### src/rtl/iob2apb.sv
// Purpose: bridge IOb native requests onto an APB requester, one transfer in flight.
// Latency: accept at T, SETUP T+1, ACCESS T+2 until PREADY or timeout, response and ready one cycle after completion.
// Backpressure: iob_ready_o is low while a transfer is outstanding; PREADY low stalls ACCESS for up to TIMEOUT cycles.
module iob2apb #(
    parameter int APB_ADDR_W = 32,
    parameter int APB_DATA_W = 32,
    parameter int ADDR_W     = APB_ADDR_W,
    parameter int DATA_W     = APB_DATA_W,
    parameter int TIMEOUT    = 256
) (
    input  logic                    clk_i,
    input  logic                    cke_i,
    input  logic                    arst_n_i,
    input  logic                    iob_avalid_i,
    input  logic [ADDR_W-1:0]       iob_addr_i,
    input  logic [DATA_W-1:0]       iob_wdata_i,
    input  logic [DATA_W/8-1:0]     iob_wstrb_i,
    output logic                    iob_ready_o,
    output logic                    iob_rvalid_o,
    output logic [DATA_W-1:0]       iob_rdata_o,
    output logic                    err_o,
    output logic                    apb_sel_o,
    output logic                    apb_enable_o,
    output logic                    apb_write_o,
    output logic [APB_ADDR_W-1:0]   apb_addr_o,
    output logic [APB_DATA_W-1:0]   apb_wdata_o,
    output logic [APB_DATA_W/8-1:0] apb_wstrb_o,
    input  logic                    apb_ready_i,
    input  logic [APB_DATA_W-1:0]   apb_rdata_i,
    input  logic                    apb_slverr_i
);

    localparam int STRB_W = APB_DATA_W / 8;
    localparam logic [16:0] TIMEOUT_CNT = 17'(TIMEOUT);

    typedef enum logic [1:0] {IDLE, SETUP, ACCESS} state_t;

    typedef struct packed {
        logic                  write;
        logic [APB_ADDR_W-1:0] addr;
        logic [APB_DATA_W-1:0] wdata;
        logic [STRB_W-1:0]     wstrb;
    } req_t;

    state_t              state_q, state_d;
    req_t                req_q, req_d;
    logic                sel_q, sel_d;
    logic                en_q, en_d;
    logic                rdy_q, rdy_d;
    logic                rvld_q, rvld_d;
    logic                err_q, err_d;
    logic [DATA_W-1:0]   rdata_q, rdata_d;
    logic [15:0]         cnt_q, cnt_d;
    logic                timeout_hit;

    // Counter holds the number of stalled ACCESS cycles already spent, so the
    // current cycle is the TIMEOUT-th one when cnt+1 reaches TIMEOUT.
    assign timeout_hit = (TIMEOUT != 0) && (({1'b0, cnt_q} + 17'd1) == TIMEOUT_CNT);

    always_comb begin
        state_d = state_q;
        req_d   = req_q;
        sel_d   = sel_q;
        en_d    = en_q;
        rdy_d   = rdy_q;
        rvld_d  = 1'b0;
        err_d   = 1'b0;
        rdata_d = rdata_q;
        cnt_d   = cnt_q;
        case (state_q)
            IDLE: begin
                rdy_d = 1'b1;
                if (rdy_q && iob_avalid_i) begin
                    req_d.write = |iob_wstrb_i;
                    req_d.addr  = iob_addr_i;
                    req_d.wdata = iob_wdata_i;
                    req_d.wstrb = iob_wstrb_i;
                    state_d     = SETUP;
                    sel_d       = 1'b1;
                    en_d        = 1'b0;
                    rdy_d       = 1'b0;
                end
            end
            SETUP: begin
                state_d = ACCESS;
                sel_d   = 1'b1;
                en_d    = 1'b1;
                cnt_d   = '0;
            end
            ACCESS: begin
                if (apb_ready_i) begin
                    state_d = IDLE;
                    sel_d   = 1'b0;
                    en_d    = 1'b0;
                    rdy_d   = 1'b1;
                    err_d   = apb_slverr_i;
                    if (!req_q.write) begin
                        rvld_d  = 1'b1;
                        rdata_d = apb_rdata_i;
                    end
                end else if (timeout_hit) begin
                    state_d = IDLE;
                    sel_d   = 1'b0;
                    en_d    = 1'b0;
                    rdy_d   = 1'b1;
                    err_d   = 1'b1;
                    if (!req_q.write) begin
                        rvld_d  = 1'b1;
                        rdata_d = '1;
                    end
                end else begin
                    cnt_d = cnt_q + 16'd1;
                end
            end
            default: begin
                state_d = IDLE;
                sel_d   = 1'b0;
                en_d    = 1'b0;
            end
        endcase
    end

    always_ff @(posedge clk_i or negedge arst_n_i) begin
        if (!arst_n_i) begin
            state_q <= IDLE;
            req_q   <= '0;
            sel_q   <= 1'b0;
            en_q    <= 1'b0;
            rdy_q   <= 1'b0;
            rvld_q  <= 1'b0;
            err_q   <= 1'b0;
            rdata_q <= '0;
            cnt_q   <= '0;
        end else if (cke_i) begin
            state_q <= state_d;
            req_q   <= req_d;
            sel_q   <= sel_d;
            en_q    <= en_d;
            rdy_q   <= rdy_d;
            rvld_q  <= rvld_d;
            err_q   <= err_d;
            rdata_q <= rdata_d;
            cnt_q   <= cnt_d;
        end
    end

    assign iob_ready_o  = rdy_q;
    assign iob_rvalid_o = rvld_q;
    assign iob_rdata_o  = rdata_q;
    assign err_o        = err_q;
    assign apb_sel_o    = sel_q;
    assign apb_enable_o = en_q;
    assign apb_write_o  = req_q.write;
    assign apb_addr_o   = req_q.addr;
    assign apb_wdata_o  = req_q.wdata;
    assign apb_wstrb_o  = req_q.wstrb;

endmodule

### config.mk
export PLATFORM = sky130hd
export DESIGN_NAME = iob2apb
export DESIGN_NICKNAME = d
export VERILOG_FILES = /design/src/rtl/iob2apb.sv
export SDC_FILE = /design/constraint.sdc
export NUM_CORES = 1
export LEC_CHECK = 0
export BUFFER_PORTS_ARGS = -buffer_cell sky130_fd_sc_hd__buf_2
export CAP_MARGIN = 20
export CORE_UTILIZATION = 52
export DETAILED_ROUTE_END_ITERATION = 8
export GPL_TIMING_DRIVEN = 0
export PLACE_DENSITY = 0.95
export SYNTH_ARGS = -nofsm -noshare
export SYNTH_HDL_FRONTEND = slang
export SYNTH_SLANG_ARGS = --single-unit
### constraint.sdc
create_clock -name clk_i -period 6.1 [get_ports clk_i]
set_input_delay 0.915 -clock clk_i [delete_from_list [all_inputs] [get_ports clk_i]]
set_output_delay 0.915 -clock clk_i [all_outputs]
set_load 0.02 [all_outputs]
==> reports/results.ini, run 1 <==
[run_status]
status = complete, no violations

[clock_tree]
cts_hold_buf = 0
cts_setup_buffers = 0
clockBufferDepth = 2
cts_resized = 0
cts-buffers-inserted = 17
clk_latency_ns = 0.52
cts_tree = done
root_buffer = clkbuf_8
h-tree-depth = 4
clkSinkCount = 123
clkTransAtPathRegs_ns = 0.06

[timing]
drv_slew = 0
setup_tns_ns = 0
clock-skew-final_ns = 0.00673
layout_worst_path_cycle_share_pct = 45.7
fmax_mhz = 359
finalHoldViolCount = 0
worstMarginPinSlew_ns = 0.609
min_period_ns = 2.79
rsz0062_at_grt = false
maxSlewHeadroom_pct = 59.4
finalSetupViolations = 0

[pwr]
power_density_nw_per_um2 = 560
vdd_drop_max_v = 0.000393
p_int_mw = 2.40
p_leak_nw = 3.32
p_sw_mw = 1.48
pwr-share-seq_pct = 36.4
pwr-share-comb_pct = 37.2
clkPwrFrac_pct = 26.3
swShare_pct = 38.2
total_power_mw = 3.88

[placement]
io_buffer_count = 211
hpwl_um = 9910
place_congestion = 0.945

[synth]
syn_avg_cell_area_um2 = 13.4
ys_warn_count = 0
synth-seq-cells = 123
synth_cells = 379
ys_types = 47
synth-edff-count = 0
synth_ff_type = dfrtp_1
synth-async-reset-ratio_pct = 100
synth_seq_area_share_pct = 60.7
netlist_area_um2 = 5070
syn_nets = 486

[final_layout]
final_cell_mix = 214 x buf_2, 123 x dfrtp_1, 68 x mux2_2
multiInputGateArea_um2 = 1850
seq_area_um2 = 3080
fillers = 565
fin_nets = 718
final_common_cell = buf_2
area_delta_synth_final_pct = 36.8
final_layout_size_suffix_gt1_share_pct = 52.2

[global_routing]
grtUsageTotal_pct = 30.3
grt_overflow_total = 0
antenna_found_initial = 4
grt_max_degree = 98
grt_pass1_wl_um = 23000
grt_pass1_vias = 4545

[floorplanning]
placementRows = 35
core_um2 = 9330
dieHeight_um = 101
initial_core_util_pct = 54.4
die_x_um = 101
ios = 212
die-area_um2 = 10200

[critical_path]
crit_path_end_kind = flip-flop
worst-setup-path-type = flip-flop to flip-flop
startpoint_type = flip-flop
crit_arrival_ns = 3.22
critical_path.top_delay_family = compound AO/OA/AOI/OAI gates
max_stage_delay_ns = 0.50
critPathSlowestCell = nor4_1
path_buf_inv = 1
cp_cell_sequence = nand3_1, nor4_1, o2111ai_1, a221oi_2, o21ai_2, buf_2, a31oi_1
crit_required_ns = 6.53
path_max_fanout = 10

[route]
drtAntennaViolNets = 0
post-route-drc-count = 0
drt_iter0_markers = 305
wl_per_cell_um = 19.5
drt-total-wl_um = 14800
dr_total_vias = 4254
via_per_inst = 5.62
firstDrtPassIters = 5

[worst_hold_path]
min_path_type = input pin to async pin

[job]
max_cap_violations = 0

cell type report:
cell class	count	area share, %
clock inverter	12	2.36
timing repair buffer	213	15.8
inverter	11	0.595
sequential	123	44.4
multi-input combinational	225	26.6
buffer	20	1.57
clock buffer	20	6.27
antenna	4	0.144
tap	129	2.33
kinds of logic (layout without fill, tap and decap cells):
logic type	after synthesis	count (layout)	synth area share, %
buf+inv	31	276	2.96
flops	123	123	60.7
xor+xnor	3	3	0.518
simple gates	66	66	7.00
mux	72	72	15.9
fa+ha+maj	1	1	0.247
compound gates	83	83	12.7
other cells	0	4	0
per-stage QoR:
step | cell area, um^2 | hold WS [ns] | worst slack, ns | instances | utilization, %
after floorplan | 5070 | 0.506 | 3.70 | 379 | -
after global placement | 6290 | 0.462 | 2.77 | 719 | 67.4
final | 6940 | 0.250 | 3.31 | 757 | 74.4
after detailed placement | 6330 | 0.472 | 3.33 | 721 | 67.9
after global routing | 6940 | 0.251 | 3.17 | 757 | 74.4
after CTS | 6930 | 0.252 | 3.41 | 753 | 74.3
cells in the mapped netlist (5+ instances only):
library cell	instances	area, um^2
nor3_1	5	25.0
inv_1	11	41.3
and3_1	5	31.3
clkbuf_1	13	48.8
dfrtp_1	123	3080
o22a_1	32	280
mux2_2	68	766
nor2_1	12	45.0
o21ai_0	5	25.0
a31oi_1	22	138
a21oi_1	5	25.0
nand3_1	9	45.0
nand2_1	16	60.1
nand2b_1	6	37.5
power by group through the flow:
stage	Sequential, mW	Combinational [mW]	Clock, mW
after floorplan	1.82	0.446	0
after global placement	1.37	1.37	0
after detailed placement	1.40	1.43	0
after CTS	1.41	1.45	1.03
after global routing	1.45	1.53	1.07
final	1.42	1.45	1.02
final timing paths:
check	from	to	cells past startpoint	slack [ns]
worst max-delay path	cnt_q[1]	cnt_q[5]	7	3.31
worst min-delay path	arst_n_i	apb_wdata_o[15]	1	0.25
worst max register to register	cnt_q[1]	cnt_q[5]	7	3.31
worst min register to register	iob_rdata_o[10]	iob_rdata_o[10]	1	0.48
max in group asynchronous	arst_n_i	apb_addr_o[19]	2	5.10
min in group clk_i	iob_rdata_o[10]	iob_rdata_o[10]	1	0.48
registers in the layout, summed over array words and instances, names as in the netlist:
name / flops
iob_rdata_o: 32
state_q: 2
apb_addr_o: 32
iob_rvalid_o: 1
cnt_q: 16
apb_sel_o: 1
apb_write_o: 1
iob_ready_o: 1
err_o: 1
apb_wstrb_o: 4
apb_wdata_o: 32
layer usage:
metal	wire, um	part of all wire, %	GRT usage, %	up-vias
met2	7920	54	52.5	227
met1	5180	35	34.0	2093
met5	0	0	0	-
met3	1140	7.7	9.85	49
met4	512	3.5	14.3	0
li1	-	-	-	1885
(Power assumes the default switching activity.)
==> run 2, diff against run 1 <==
Settings changed: CORE_UTILIZATION 52 to 48, PLACE_DENSITY 0.95 to 0.89.
Clock period 6.1 ns to 2.8 ns, I/O delays scaled along.
==> run 2 against run 1 <==
  * Critical path depth increased by 2
  * Combinational power increased by 120%
  * Fmax increased by 9.3%
  * Global-route usage decreased by 2.4 points
  * Critical path type unchanged
  * Clock skew increased by 0.0010 ns
  * Via count decreased by 0.45%
  * Setup slack got worse by 3.1 ns
  * Register-to-register slack got worse by 3.1 ns
  * Final cell count increased by 0.79%
  * First-iteration DRC count increased by 12%
  * Largest cell class unchanged
  * Die area increased by 8.2%
==> reports/results.ini, run 2 (synthesis results as in run 1) <==
[run_status]
status = complete, no violations

[floorplanning]
die_x_um = 105  ; +4.0%
die-area_um2 = 11000  ; +8.2%
placementRows = 37  ; +5.7%
initial_core_util_pct = 49.4  ; -5.0 points
core_um2 = 10300  ; +10%
ios = 212  ; unchanged
dieHeight_um = 105  ; +4.0%

[route]
drtAntennaViolNets = 0  ; unchanged
drt-total-wl_um = 14600  ; -0.73%
drt_iter0_markers = 341  ; +12%
post-route-drc-count = 0  ; unchanged
dr_total_vias = 4235  ; -0.45%
wl_per_cell_um = 19.2  ; -1.5%
via_per_inst = 5.55  ; -1.2%
firstDrtPassIters = 4  ; -1

[critical_path]
crit_arrival_ns = 3.00  ; -0.22 ns
path_max_fanout = 10  ; unchanged
crit_path_end_kind = flip-flop
cp_cell_sequence = ha_1, and2_1, nor4b_2, mux2i_1, a221o_1, buf_6, a21boi_4, buf_6, o22a_1
crit_required_ns = 3.25  ; -3.28 ns
path_buf_inv = 2  ; +1
worst-setup-path-type = flip-flop to flip-flop
cpMostUsedCell = buf_6
critical_path.top_delay_family = compound AO/OA/AOI/OAI gates
critPathSlowestCell = dfrtp_1
max_stage_delay_ns = 0.45  ; -0.05 ns
startpoint_type = flip-flop

[clock_tree]
clkTransAtPathRegs_ns = 0.06  ; about the same
cts_tree = done
h-tree-depth = 4  ; unchanged
root_buffer = clkbuf_8
clkSinkCount = 123  ; unchanged
clockBufferDepth = 2  ; unchanged
cts-buffers-inserted = 17  ; unchanged
clk_latency_ns = 0.52  ; about the same

[global_routing]
grt_pass1_vias = 4523  ; -0.48%
grt_max_degree = 66  ; -33%
grt_overflow_total = 0  ; unchanged
grt_pass1_wl_um = 23400  ; +1.6%
grtUsageTotal_pct = 27.9  ; -2.4 points
antenna_found_initial = 1  ; -3

[timing]
clock-skew-final_ns = 0.00778  ; +0.00105 ns
layout_worst_path_cycle_share_pct = 91.1  ; +45 points
worstMarginPinSlew_ns = 0.621  ; +0.0125 ns
setup_tns_ns = 0  ; unchanged
finalHoldViolCount = 0  ; unchanged
finalSetupViolations = 0  ; unchanged
maxSlewHeadroom_pct = 58.6  ; -0.83 points
fin_ws_ns = 0.249  ; -3.06 ns
rsz0062_at_grt = false
min_period_ns = 2.55  ; -0.238 ns
drv_slew = 0  ; unchanged
fmax_mhz = 392  ; +9.3%

[placement]
hpwl_um = 9580  ; -3.4%
place_congestion = 0.919  ; -2.8%
io_buffer_count = 211  ; unchanged
dp_slack_ns = 0.172  ; -3.16 ns

[pwr]
total_power_mw = 8.36  ; +120%
p_leak_nw = 3.32  ; -0.20%
vdd_drop_max_v = 0.000875  ; +120%
power_density_nw_per_um2 = 1200  ; +120%

[final_layout]
final_cell_mix = 214 x buf_2, 123 x dfrtp_1, 68 x mux2_2
fillers = 725  ; +28%
post-route-util_pct = 67.5  ; -6.8 points
final_layout_size_suffix_gt1_share_pct = 52.9  ; +0.63 points
final_common_cell = buf_2
area_delta_synth_final_pct = 36.8  ; about the same
fin_nets = 720  ; +0.28%

[job]
max_cap_violations = 0  ; unchanged

[worst_hold_path]
min_path_type = input pin to flip-flop

-- run 2: final cells by class --
| type | count | area (um^2) | area share [%] |
|---|---|---|---|
| diodes | 1 | 2.50 | 0.0360 |
| plain buffers | 20 | 110 | 1.59 |
| clock buffers | 18 | 428 | 6.16 |
| clock inverters | 14 | 148 | 2.13 |
| inverters | 11 | 41.3 | 0.595 |
| multi-input cells | 225 | 1850 | 26.7 |
| flip-flops and latches | 123 | 3080 | 44.3 |
| well taps | 136 | 170 | 2.45 |
| repair buffers | 215 | 1110 | 16.0 |
-- run 2: worst register-to-register path, delay by kind of cell (launching register included) --
kind	cells	cell delay [ns]
buffers and inverters	2	0.33
flip-flops	1	0.45
adder cells (fa/ha/maj)	1	0.26
AND/OR/NAND/NOR	2	0.50
AO/OA/AOI/OAI	3	0.78
multiplexers	1	0.16
-- run 2: metal layers --
| metal | global-route usage (%) | wire length [um] |
|---|---|---|
| met4 | 12.5 | 464 |
| met1 | 30.3 | 5340 |
| met5 | 0 | 0 |
| met3 | 9.42 | 1050 |
| met2 | 49.3 | 7800 |
-- run 2: report_power, final --
group | switching (mW) | internal [mW]
combinational | 1.89 | 1.26
sequential | 0.522 | 2.58
clock | 0.820 | 1.29
-- run 2: per-stage QoR --
| stage | area [um^2] | hold slack, ns | instances |
|---|---|---|---|
| after floorplan | 5070 | 0.124 | 379 |
| after global placement | 6300 | 0.460 | 726 |
| after detailed placement | 6330 | 0.424 | 727 |
| after CTS | 6920 | 0.107 | 760 |
| after global routing | 6940 | 0.0988 | 763 |
| final | 6940 | 0.129 | 763 |
-- run 2: final timing paths --
kind / start / endpoint / slack, ns / depth (start not counted)
max: cnt_q[0] / iob_rdata_o[26] / 0.25 / 9
min: iob_addr_i[30] / apb_addr_o[30] / 0.13 / 2
max reg2reg: cnt_q[0] / iob_rdata_o[26] / 0.25 / 9
min reg2reg: iob_rdata_o[9] / iob_rdata_o[9] / 0.49 / 1
max in group asynchronous: arst_n_i / cnt_q[10] / 1.68 / 3
min in group asynchronous: arst_n_i / apb_addr_o[26] / 0.44 / 2
-- run 2: repair_timing --
item                                   4_1_cts  5_1_grt
endpoints found under the hold margin       58        0
setup endpoints to repair                    0       41
gates resized for setup                      0        3
buffers inserted                             0        1
hold buffers                                 1        0
